### src/rtl/secure_reg_access_ctrl_if.sv
// secure_reg_access_ctrl_if
//   Request/response channel between a requester and the secure register
//   access controller.
//   master : drives req_valid/req_write/req_tid/req_wdata and rsp_ready
//   slave  : drives req_ready and rsp_valid/rsp_rdata/rsp_err
interface secure_reg_access_ctrl_if #(
  parameter int DATA_WIDTH = 32,
  parameter int TID_WIDTH  = 4
);
  logic                  req_valid;
  logic                  req_ready;
  logic                  req_write;
  logic [TID_WIDTH-1:0]  req_tid;
  logic [DATA_WIDTH-1:0] req_wdata;
  logic                  rsp_valid;
  logic                  rsp_ready;
  logic [DATA_WIDTH-1:0] rsp_rdata;
  logic                  rsp_err;

  modport master (
    output req_valid, req_write, req_tid, req_wdata, rsp_ready,
    input  req_ready, rsp_valid, rsp_rdata, rsp_err
  );

  modport slave (
    input  req_valid, req_write, req_tid, req_wdata, rsp_ready,
    output req_ready, rsp_valid, rsp_rdata, rsp_err
  );
endinterface

### src/rtl/secure_reg_access_ctrl.sv
// secure_reg_access_ctrl
//   Sequencer in front of the thread-gated secure register. Accepts one
//   thread-tagged request at a time, lets only thread 0 reach the register
//   (single-cycle access/write strobes), and returns read data / error over
//   a valid/ready response channel.
//
//   Optional feature macro: SECREG_LOCKOUT_EN
//     defined   : MAX_VIOL consecutive unauthorized requests lock the port
//                 for LOCK_CYCLES cycles after the last error response.
//     undefined : no violation tracking, locked_o tied 0.
//
// Ports
//   clk, rst_n        clock, synchronous active-low reset
//   bus (slave)       request/response channel
//   reg_access_en_o   access strobe to register
//   reg_wr_en_o       write strobe to register
//   reg_thread_id_o   0 only during an authorized access
//   reg_data_in_o     write data to register (0 outside strobe cycle)
//   reg_data_out_i    register read data, valid one cycle after strobe
//   locked_o          port in lockout
module secure_reg_access_ctrl #(
  parameter int DATA_WIDTH  = 32,
  parameter int TID_WIDTH   = 4,
  parameter int MAX_VIOL    = 3,
  parameter int LOCK_CYCLES = 16
) (
  input  logic                  clk,
  input  logic                  rst_n,
  secure_reg_access_ctrl_if.slave bus,
  output logic                  reg_access_en_o,
  output logic                  reg_wr_en_o,
  output logic                  reg_thread_id_o,
  output logic [DATA_WIDTH-1:0] reg_data_in_o,
  input  logic [DATA_WIDTH-1:0] reg_data_out_i,
  output logic                  locked_o
);

  if (MAX_VIOL < 1 || LOCK_CYCLES < 1) begin : g_bad_param
    $error("secure_reg_access_ctrl: MAX_VIOL and LOCK_CYCLES must be >= 1");
  end

  typedef enum logic [2:0] {
    S_IDLE,
    S_ISSUE,
    S_CAPTURE,
    S_RESP
`ifdef SECREG_LOCKOUT_EN
    , S_LOCK
`endif
  } state_e;

  state_e                state_q, state_d;
  logic                  req_ready_q;
  logic                  wr_q;
  logic                  err_q;
  logic [DATA_WIDTH-1:0] wdata_q;
  logic [DATA_WIDTH-1:0] rdata_q;
  logic                  accept;

`ifdef SECREG_LOCKOUT_EN
  localparam int VW = $clog2(MAX_VIOL + 1);
  localparam int LW = $clog2(LOCK_CYCLES + 1);
  localparam logic [VW-1:0] MAXV      = VW'(MAX_VIOL);
  localparam logic [LW-1:0] LOCK_INIT = LW'(LOCK_CYCLES - 1);

  logic [VW-1:0] viol_q, viol_d;
  logic [LW-1:0] lock_cnt_q, lock_cnt_d;
`endif

  // req_ready_q is only ever high while in IDLE (it tracks state_d), and is
  // held low for the whole reset assertion.
  assign accept = bus.req_valid && req_ready_q;

  always_comb begin
    state_d = state_q;
`ifdef SECREG_LOCKOUT_EN
    viol_d     = viol_q;
    lock_cnt_d = lock_cnt_q;
`endif
    case (state_q)
      S_IDLE: begin
        if (accept) begin
          if (bus.req_tid == '0) begin
            state_d = S_ISSUE;
`ifdef SECREG_LOCKOUT_EN
            viol_d  = '0;
`endif
          end else begin
            state_d = S_RESP;
`ifdef SECREG_LOCKOUT_EN
            if (viol_q != MAXV) viol_d = viol_q + 1'b1;
`endif
          end
        end
      end
      S_ISSUE:   state_d = wr_q ? S_RESP : S_CAPTURE;
      S_CAPTURE: state_d = S_RESP;
      S_RESP: begin
        if (bus.rsp_ready) begin
`ifdef SECREG_LOCKOUT_EN
          if (viol_q == MAXV) begin
            state_d    = S_LOCK;
            lock_cnt_d = LOCK_INIT;
          end else begin
            state_d = S_IDLE;
          end
`else
          state_d = S_IDLE;
`endif
        end
      end
`ifdef SECREG_LOCKOUT_EN
      S_LOCK: begin
        if (lock_cnt_q == '0) begin
          state_d = S_IDLE;
          viol_d  = '0;
        end else begin
          lock_cnt_d = lock_cnt_q - 1'b1;
        end
      end
`endif
      default: state_d = S_IDLE;
    endcase
  end

  always_ff @(posedge clk) begin
    if (!rst_n) begin
      state_q     <= S_IDLE;
      req_ready_q <= 1'b0;
`ifdef SECREG_LOCKOUT_EN
      viol_q      <= '0;
      lock_cnt_q  <= '0;
`endif
    end else begin
      state_q     <= state_d;
      req_ready_q <= (state_d == S_IDLE);
`ifdef SECREG_LOCKOUT_EN
      viol_q      <= viol_d;
      lock_cnt_q  <= lock_cnt_d;
`endif
    end
  end

  // Request latch and read capture. rdata_q is cleared at acceptance so
  // writes and rejected requests respond with zero data.
  always_ff @(posedge clk) begin
    if (!rst_n) begin
      wr_q    <= 1'b0;
      err_q   <= 1'b0;
      wdata_q <= '0;
      rdata_q <= '0;
    end else if (state_q == S_IDLE && accept) begin
      wr_q    <= bus.req_write;
      err_q   <= (bus.req_tid != '0);
      wdata_q <= bus.req_wdata;
      rdata_q <= '0;
    end else if (state_q == S_CAPTURE) begin
      rdata_q <= reg_data_out_i;
    end
  end

  assign bus.req_ready = req_ready_q;
  assign bus.rsp_valid = (state_q == S_RESP);
  assign bus.rsp_err   = (state_q == S_RESP) && err_q;
  assign bus.rsp_rdata = (state_q == S_RESP) ? rdata_q : '0;

  assign reg_access_en_o = (state_q == S_ISSUE);
  assign reg_wr_en_o     = (state_q == S_ISSUE) && wr_q;
  assign reg_thread_id_o = (state_q != S_ISSUE);
  assign reg_data_in_o   = (state_q == S_ISSUE) ? wdata_q : '0;

`ifdef SECREG_LOCKOUT_EN
  assign locked_o = (state_q == S_LOCK);
`else
  assign locked_o = 1'b0;
`endif

endmodule

### src/flat_wrapper.sv
// flat-port wrapper written by rule: the top's interface ports become plain ports
module secure_reg_access_ctrl_flat 
#(
  parameter int DATA_WIDTH  = 32,
  parameter int TID_WIDTH   = 4,
  parameter int MAX_VIOL    = 3,
  parameter int LOCK_CYCLES = 16
)
  (clk, rst_n, reg_access_en_o, reg_wr_en_o, reg_thread_id_o, reg_data_in_o, reg_data_out_i, locked_o, bus_req_valid, bus_req_write, bus_req_tid, bus_req_wdata, bus_rsp_ready, bus_req_ready, bus_rsp_valid, bus_rsp_rdata, bus_rsp_err);
  secure_reg_access_ctrl_if #(.DATA_WIDTH(DATA_WIDTH), .TID_WIDTH(TID_WIDTH)) bus_i ();
  input  logic clk;
  input  logic rst_n;
  output logic reg_access_en_o;
  output logic reg_wr_en_o;
  output logic reg_thread_id_o;
  output logic [DATA_WIDTH-1:0] reg_data_in_o;
  input  logic [DATA_WIDTH-1:0] reg_data_out_i;
  output logic locked_o;
  input wire logic [$bits(bus_i.req_valid)-1:0] bus_req_valid;
  input wire logic [$bits(bus_i.req_write)-1:0] bus_req_write;
  input wire logic [$bits(bus_i.req_tid)-1:0] bus_req_tid;
  input wire logic [$bits(bus_i.req_wdata)-1:0] bus_req_wdata;
  input wire logic [$bits(bus_i.rsp_ready)-1:0] bus_rsp_ready;
  output wire logic [$bits(bus_i.req_ready)-1:0] bus_req_ready;
  output wire logic [$bits(bus_i.rsp_valid)-1:0] bus_rsp_valid;
  output wire logic [$bits(bus_i.rsp_rdata)-1:0] bus_rsp_rdata;
  output wire logic [$bits(bus_i.rsp_err)-1:0] bus_rsp_err;
  assign bus_i.req_valid = bus_req_valid;
  assign bus_i.req_write = bus_req_write;
  assign bus_i.req_tid = bus_req_tid;
  assign bus_i.req_wdata = bus_req_wdata;
  assign bus_i.rsp_ready = bus_rsp_ready;
  assign bus_req_ready = bus_i.req_ready;
  assign bus_rsp_valid = bus_i.rsp_valid;
  assign bus_rsp_rdata = bus_i.rsp_rdata;
  assign bus_rsp_err = bus_i.rsp_err;
  secure_reg_access_ctrl #(.DATA_WIDTH(DATA_WIDTH), .TID_WIDTH(TID_WIDTH), .MAX_VIOL(MAX_VIOL), .LOCK_CYCLES(LOCK_CYCLES)) u_core (.clk(clk), .rst_n(rst_n), .bus(bus_i), .reg_access_en_o(reg_access_en_o), .reg_wr_en_o(reg_wr_en_o), .reg_thread_id_o(reg_thread_id_o), .reg_data_in_o(reg_data_in_o), .reg_data_out_i(reg_data_out_i), .locked_o(locked_o));
endmodule
### config.mk
export PLATFORM = sky130hd
export DESIGN_NAME = secure_reg_access_ctrl_flat
export DESIGN_NICKNAME = d
export VERILOG_FILES = /design/src/rtl/secure_reg_access_ctrl_if.sv /design/src/rtl/secure_reg_access_ctrl.sv /design/src/flat_wrapper.sv
export SDC_FILE = /design/constraint.sdc
export NUM_CORES = 1
export LEC_CHECK = 0
export BUFFER_PORTS_ARGS = -buffer_cell sky130_fd_sc_hd__buf_2
export CORE_ASPECT_RATIO = 1.75
export CORE_MARGIN = 4
export CORE_UTILIZATION = 27
export DETAILED_ROUTE_END_ITERATION = 16
export GPL_TIMING_DRIVEN = 0
export PLACE_DENSITY = 0.49
export SETUP_SLACK_MARGIN = 0.15
export SLEW_MARGIN = 20
export SYNTH_ARGS = -nofsm -noshare
export SYNTH_HDL_FRONTEND = slang
export SYNTH_SLANG_ARGS = --single-unit
### constraint.sdc
create_clock -name clk -period 1.6 [get_ports clk]
set_clock_uncertainty 0.15 [all_clocks]
set_input_delay 0.16 -clock clk [delete_from_list [all_inputs] [get_ports clk]]
set_output_delay 0.16 -clock clk [all_outputs]
set_load 0.05 [all_outputs]
---- Yosys cells after proc, flatten, opt, wreduce, memory -nomap -nowiden ----
Index checks and enable logic that the tools add are counted.
word-level totals
  bits in registers ....................... 70
  logic and storage cells ................. 27
cells by class
  equal/unequal tests ..................... 4
  mux-type cells .......................... 7
  bitwise logic cells ..................... 1
  reductions and logical operators ........ 9
operator list
  operator                                              number
  2-to-1 mux 32 bit                                     2
  case mux 3 bit (4 select lines)                       1
  equality test 3 x 2 -> 1 bit (second input constant)  2
  logical NOT 3 bit                                     2
  2-to-1 mux 3 bit                                      2
  logical AND 1 bit                                     4
  logical NOT 4 bit                                     1
  nonzero test 4 bit                                    1
  equality test 3 x 1 -> 1 bit (second input constant)  1
  != test 3 x 1 -> 1 bit (second input constant)        1
  2-to-1 mux 2 bit                                      1
  OR reduction 2 bit                                    1
  2-to-1 mux 1 bit                                      1
  NOT 1 bit                                             1

---- Longest topological paths before layout ----
  depth in word-level cells ............... 5
  depth in mapped cells ................... 5
  mapped depth without buffers ............ 3

---- Worst setup path after synthesis ----
No wires, ideal clock.
  path type ............................... reg-to-output
  start point ............................. register u_core.state_q[2]
  end point ............................... output port bus_rsp_rdata[22]
  data arrival time ....................... 1.740 ns
  slack ................................... -0.450 ns
  cell stages (with the launch flop) ...... 4
  cells stage by stage .................... dfxtp_1 -> and3b_1 -> clkbuf_1 -> and2_1
between the ends
  cells in the longest elaborated chain, start to end .. 2
RTL lines
  item                          RTL line                       text
  from (decl)                   secure_reg_access_ctrl.sv:52   state_e state_q, state_d;
  from (signal assigned)        secure_reg_access_ctrl.sv:135  state_q <= state_d;
  equality test 3 x 2 -> 1 bit  n/a
  named net bus_rsp_valid       flat_wrapper.sv:25             output wire logic [$bits(bus_i.rsp_valid)-1:0] bus_rsp_valid;
  2-to-1 mux 32 bit             secure_reg_access_ctrl.sv:165  assign bus.rsp_rdata = (state_q == S_RESP) ? rdata_q : '0;
  to (decl)                     flat_wrapper.sv:26             output wire logic [$bits(bus_i.rsp_rdata)-1:0] bus_rsp_rdata;
The timed path passes the listed nets, and every way through them passes these cells.

---- Final worst setup path ----
  start point ............................. register u_core.state_q[2]
  end point ............................... output port bus_rsp_rdata[16]
between the ends
  cells in the longest elaborated chain, start to end .. 2
RTL lines
  item                          RTL line
  equality test 3 x 2 -> 1 bit  secure_reg_access_ctrl.sv:165
  2-to-1 mux 32 bit             secure_reg_access_ctrl.sv:165
Every way passes these cells.

==> qor.csv <==
stage,metric,value,unit
pwr,leakage dissipation,2.77,nW
routing,first-pass iteration count of the detailed router,5,
timing,period utilisation layout,113,%
worst_hold_path,type of the worst min-delay path,in -> reg,
placement,detailed placement HPWL,7580,um
clock_tree,clock sink count,70,
logic_synthesis,most frequent cells after synthesis,"70 x sky130_fd_sc_hd__dfxtp_1, 67 x sky130_fd_sc_hd__a21oi_1, 54 x sky130_fd_sc_hd__nand2_1",
logic_synthesis,Async SR Flop Fraction,0,%
die,Std-Cell Core Area,0.0112,mm2
worst_setup_path,family with the most delay on the worst path,buffers and inverters,
timing,slew margin rel.,50.2,%
finish,Antenna Cells,0,
logic_synthesis,Yosys top cell area share,45.0,%
status,failing checks,negative setup slack,
global_route,pin count of the biggest net entering global routing,12,
global_route,GRT overflow,0,
finish,final core area utilization,60.7,%
timing,worst-margin pin slew,0.740,ns
worst_setup_path,buffering stage count on the worst path with inverters included,3,
worst_setup_path,worst setup path category,reg -> out,
routing,Detail Route Antenna Nets,0,
worst_setup_path,type of element launching the critical path,flop,
placement,DP Area,0.00410,mm2
clock_tree,TritonCTS clock tree,built,
pwr,worst vdd rail ir drop,0.577,mV
global_route,number of antenna violations at the first check in global routing,0,
routing,Wirelength per Cell,16.0,um
logic_synthesis,"Top FF cell, synth",sky130_fd_sc_hd__dfxtp_1,
worst_setup_path,worst-path fanout max,8,
worst_setup_path,category of the worst setup path capture point,primary output,
timing,unrepaired setup endpoints after global routing,yes,
logic_synthesis,Synth area leader,sky130_fd_sc_hd__dfxtp_1,
routing,total number of vias,3773,
worst_setup_path,"Data arrival, critical path",1.50,ns
die,Rows,51,
finish,layout net count,723,
logic_synthesis,dominant cells by area after synthesis,"sky130_fd_sc_hd__dfxtp_1 45%, sky130_fd_sc_hd__a21oi_1 11%, sky130_fd_sc_hd__and2_1 7.0%",
global_route,global-route usage over all layers,17.8,%
clock_tree,clock slew seen by the registers of the worst setup and hold paths,0.06,ns
logic_synthesis,Netlist Area Pre-Place,0.00312,mm2
timing,shortest clock period the worst path allows after layout,1.81,ns
timing,number of hold violations in the final report,0,
finish,Finished Cell Area,0.00682,mm2
status,run status,"complete, but fails checks",
worst_setup_path,critical path required time,1.29,ns
die,chip width,89.2,um
routing,Total Routed Length,12600,um
logic_synthesis,flop and latch count out of synthesis,70,
worst_setup_path,ordered cell list for the critical path,"and3b_2, buf_12, clkbuf_8, and2_4, buf_8",
timing,final setup margin,-0.205,ns
die,Initial Utilization,27.8,%
logic_synthesis,number of enable flip-flop cells after synthesis,0,
global_route,via count of the first global-routing pass,3844,
placement,weighted congestion reported at the end of routability-driven placement,0.744,
clock_tree,clock buffer depth,2,
timing,final-report setup violation count,135,
clock_tree,Skew-Pair Late Insertion Delay,0.32,ns
timing,Final Max Tran Viols,0,
finish,relative area change from synthesis to final layout,119,%
placement,number of input and output port buffers inserted,142,
logic_synthesis,most instantiated library cell after synthesis,sky130_fd_sc_hd__dfxtp_1,
timing,Max Clock Freq,554,MHz
logic_synthesis,Synthesis Warnings,0,
finish,layout cells sized above 1,56.2,%
global_route,first-pass GRT wire length,18700,um
die,Die ar.,0.0134,mm2
clock_tree,level count of the clock H-tree,3,
die,Die Span Y,150,um
clock_tree,clk root buf,sky130_fd_sc_hd__clkbuf_16,
worst_setup_path,stage delay of the slowest cell on the critical path,0.35,ns
logic_synthesis,synthesized instance count,393,
logic_synthesis,fraction of the yosys area taken by sequential cells,45.0,%
logic_synthesis,number of distinct library cell variants in the gate-level netlist after synthesis,29,
pwr,pwr/cell area,662,mW/mm2
logic_synthesis,average footprint of a synthesized cell,7.93,um2
clock_tree,CTS Buf Count,9,
routing,DRC,0,
die,number of placed I/O pins,144,
worst_setup_path,slowest cell on the critical path,sky130_fd_sc_hd__dfxtp_4,
run,number of maximum-capacitance violations,0,
routing,via/cell ratio,4.79,
routing,initial drt markers,81,
==> logic make-up after synthesis <==
kind of cell           Yosys count  synth area share [%]
other                            1                 0.120
buffers and inverters           41                  6.66
and+or+nand+nor                175                  30.1
AOI/OAI and AO/OA              106                  18.2
DFF                             70                  45.0
==> flip-flops by register name, indices dropped and copies added, names as in the netlist <==
register / cells
u_core.err_q: 1
u_core.wr_q: 1
u_core.rdata_q: 32
u_core.state_q: 3
u_core.bus.req_ready: 1
u_core.wdata_q: 32
==> path summary, 6_finish.rpt <==
check                                   startpoint                 end  slack [ns]  cells after the start
worst max-delay path             u_core.state_q[2]   bus_rsp_rdata[16]       -0.21                      5
worst min register to register  u_core.rdata_q[27]  u_core.rdata_q[27]        0.30                      2
worst max register to register   u_core.state_q[2]  u_core.rdata_q[30]       -0.18                      9
worst min-delay path                         rst_n  u_core.wdata_q[31]        0.08                      3
==> placed cells by master (no fill, tap or decap), drive strengths merged <==
cell type / count
a21bo: 1
a21oi: 67
a311oi: 1
and2: 35
and3: 34
and3b: 2
buf: 207
clkbuf: 23
clkinv: 4
clkinvlp: 2
conb: 2
dfxtp: 70
dlygate4sd3: 66
nand2: 64
nand3: 33
nand3b: 1
nor2: 1
nor3b: 1
nor4: 2
o21a: 1
o21ai: 34
o21bai: 1
o32ai: 1
or2: 1
or3b: 1
==> metal layers <==
metal	vias to the layer above	part of all wire [%]	global-route usage [%]
li1	1854	-	-
met2	126	56	33.1
met3	19	6.4	4.65
met1	1774	36	18.8
met5	-	0	0
met4	0	1.8	6.04
==> tightest hold or removal path: stages <==
cell	delay (ns)
sky130_fd_sc_hd__buf_2	0.13
sky130_fd_sc_hd__clkinv_1	0.16
sky130_fd_sc_hd__a21oi_1	0.06
==> area by class of cell <==
| class | count | area, um2 |
|---|---|---|
| fill | 924 | 4410 |
| timing repair buffer | 246 | 2560 |
| multi-input combinational | 283 | 2030 |
| sequential | 70 | 1410 |
| buffer | 38 | 379 |
| clock buffer | 12 | 246 |
| tap | 132 | 165 |
| clock inverter | 4 | 22.5 |
| inverter | 2 | 11.3 |
==> timing repair <==
action / 4_1_cts / 5_1_grt
endpoints found under the setup margin: 133 / 137
gates resized for setup: 320 / 114
endpoints found under the hold margin: 67 / 0
pin swaps: 97 / 19
hold buffers: 66 / 0
buffers inserted: 17 / 11
gates cloned: 8 / 2
==> per-stage QoR <==
stage               hold slack (ns)  total power (W)  instances  worst slack (ns)  setup TNS, ns
floorplan                     0.128          0.00210        394            0.0292              0
global placement              0.255          0.00228        668            -0.407         -14.12
detailed placement            0.259          0.00228        668            -0.389         -14.05
CTS                          0.0608          0.00445        774            -0.229         -18.59
global route                 0.0775          0.00471        787            -0.262         -27.06
finish                       0.0778          0.00452        787            -0.205         -18.80
==> report_power, final <==
| group | switching (W) | internal, W |
|---|---|---|
| registers | 0.0000397 | 0.00179 |
| logic | 0.000403 | 0.000466 |
| clock network | 0.000730 | 0.00108 |
| total | 0.00117 | 0.00334 |
No activity file was read; power rests on OpenSTA's default activity.
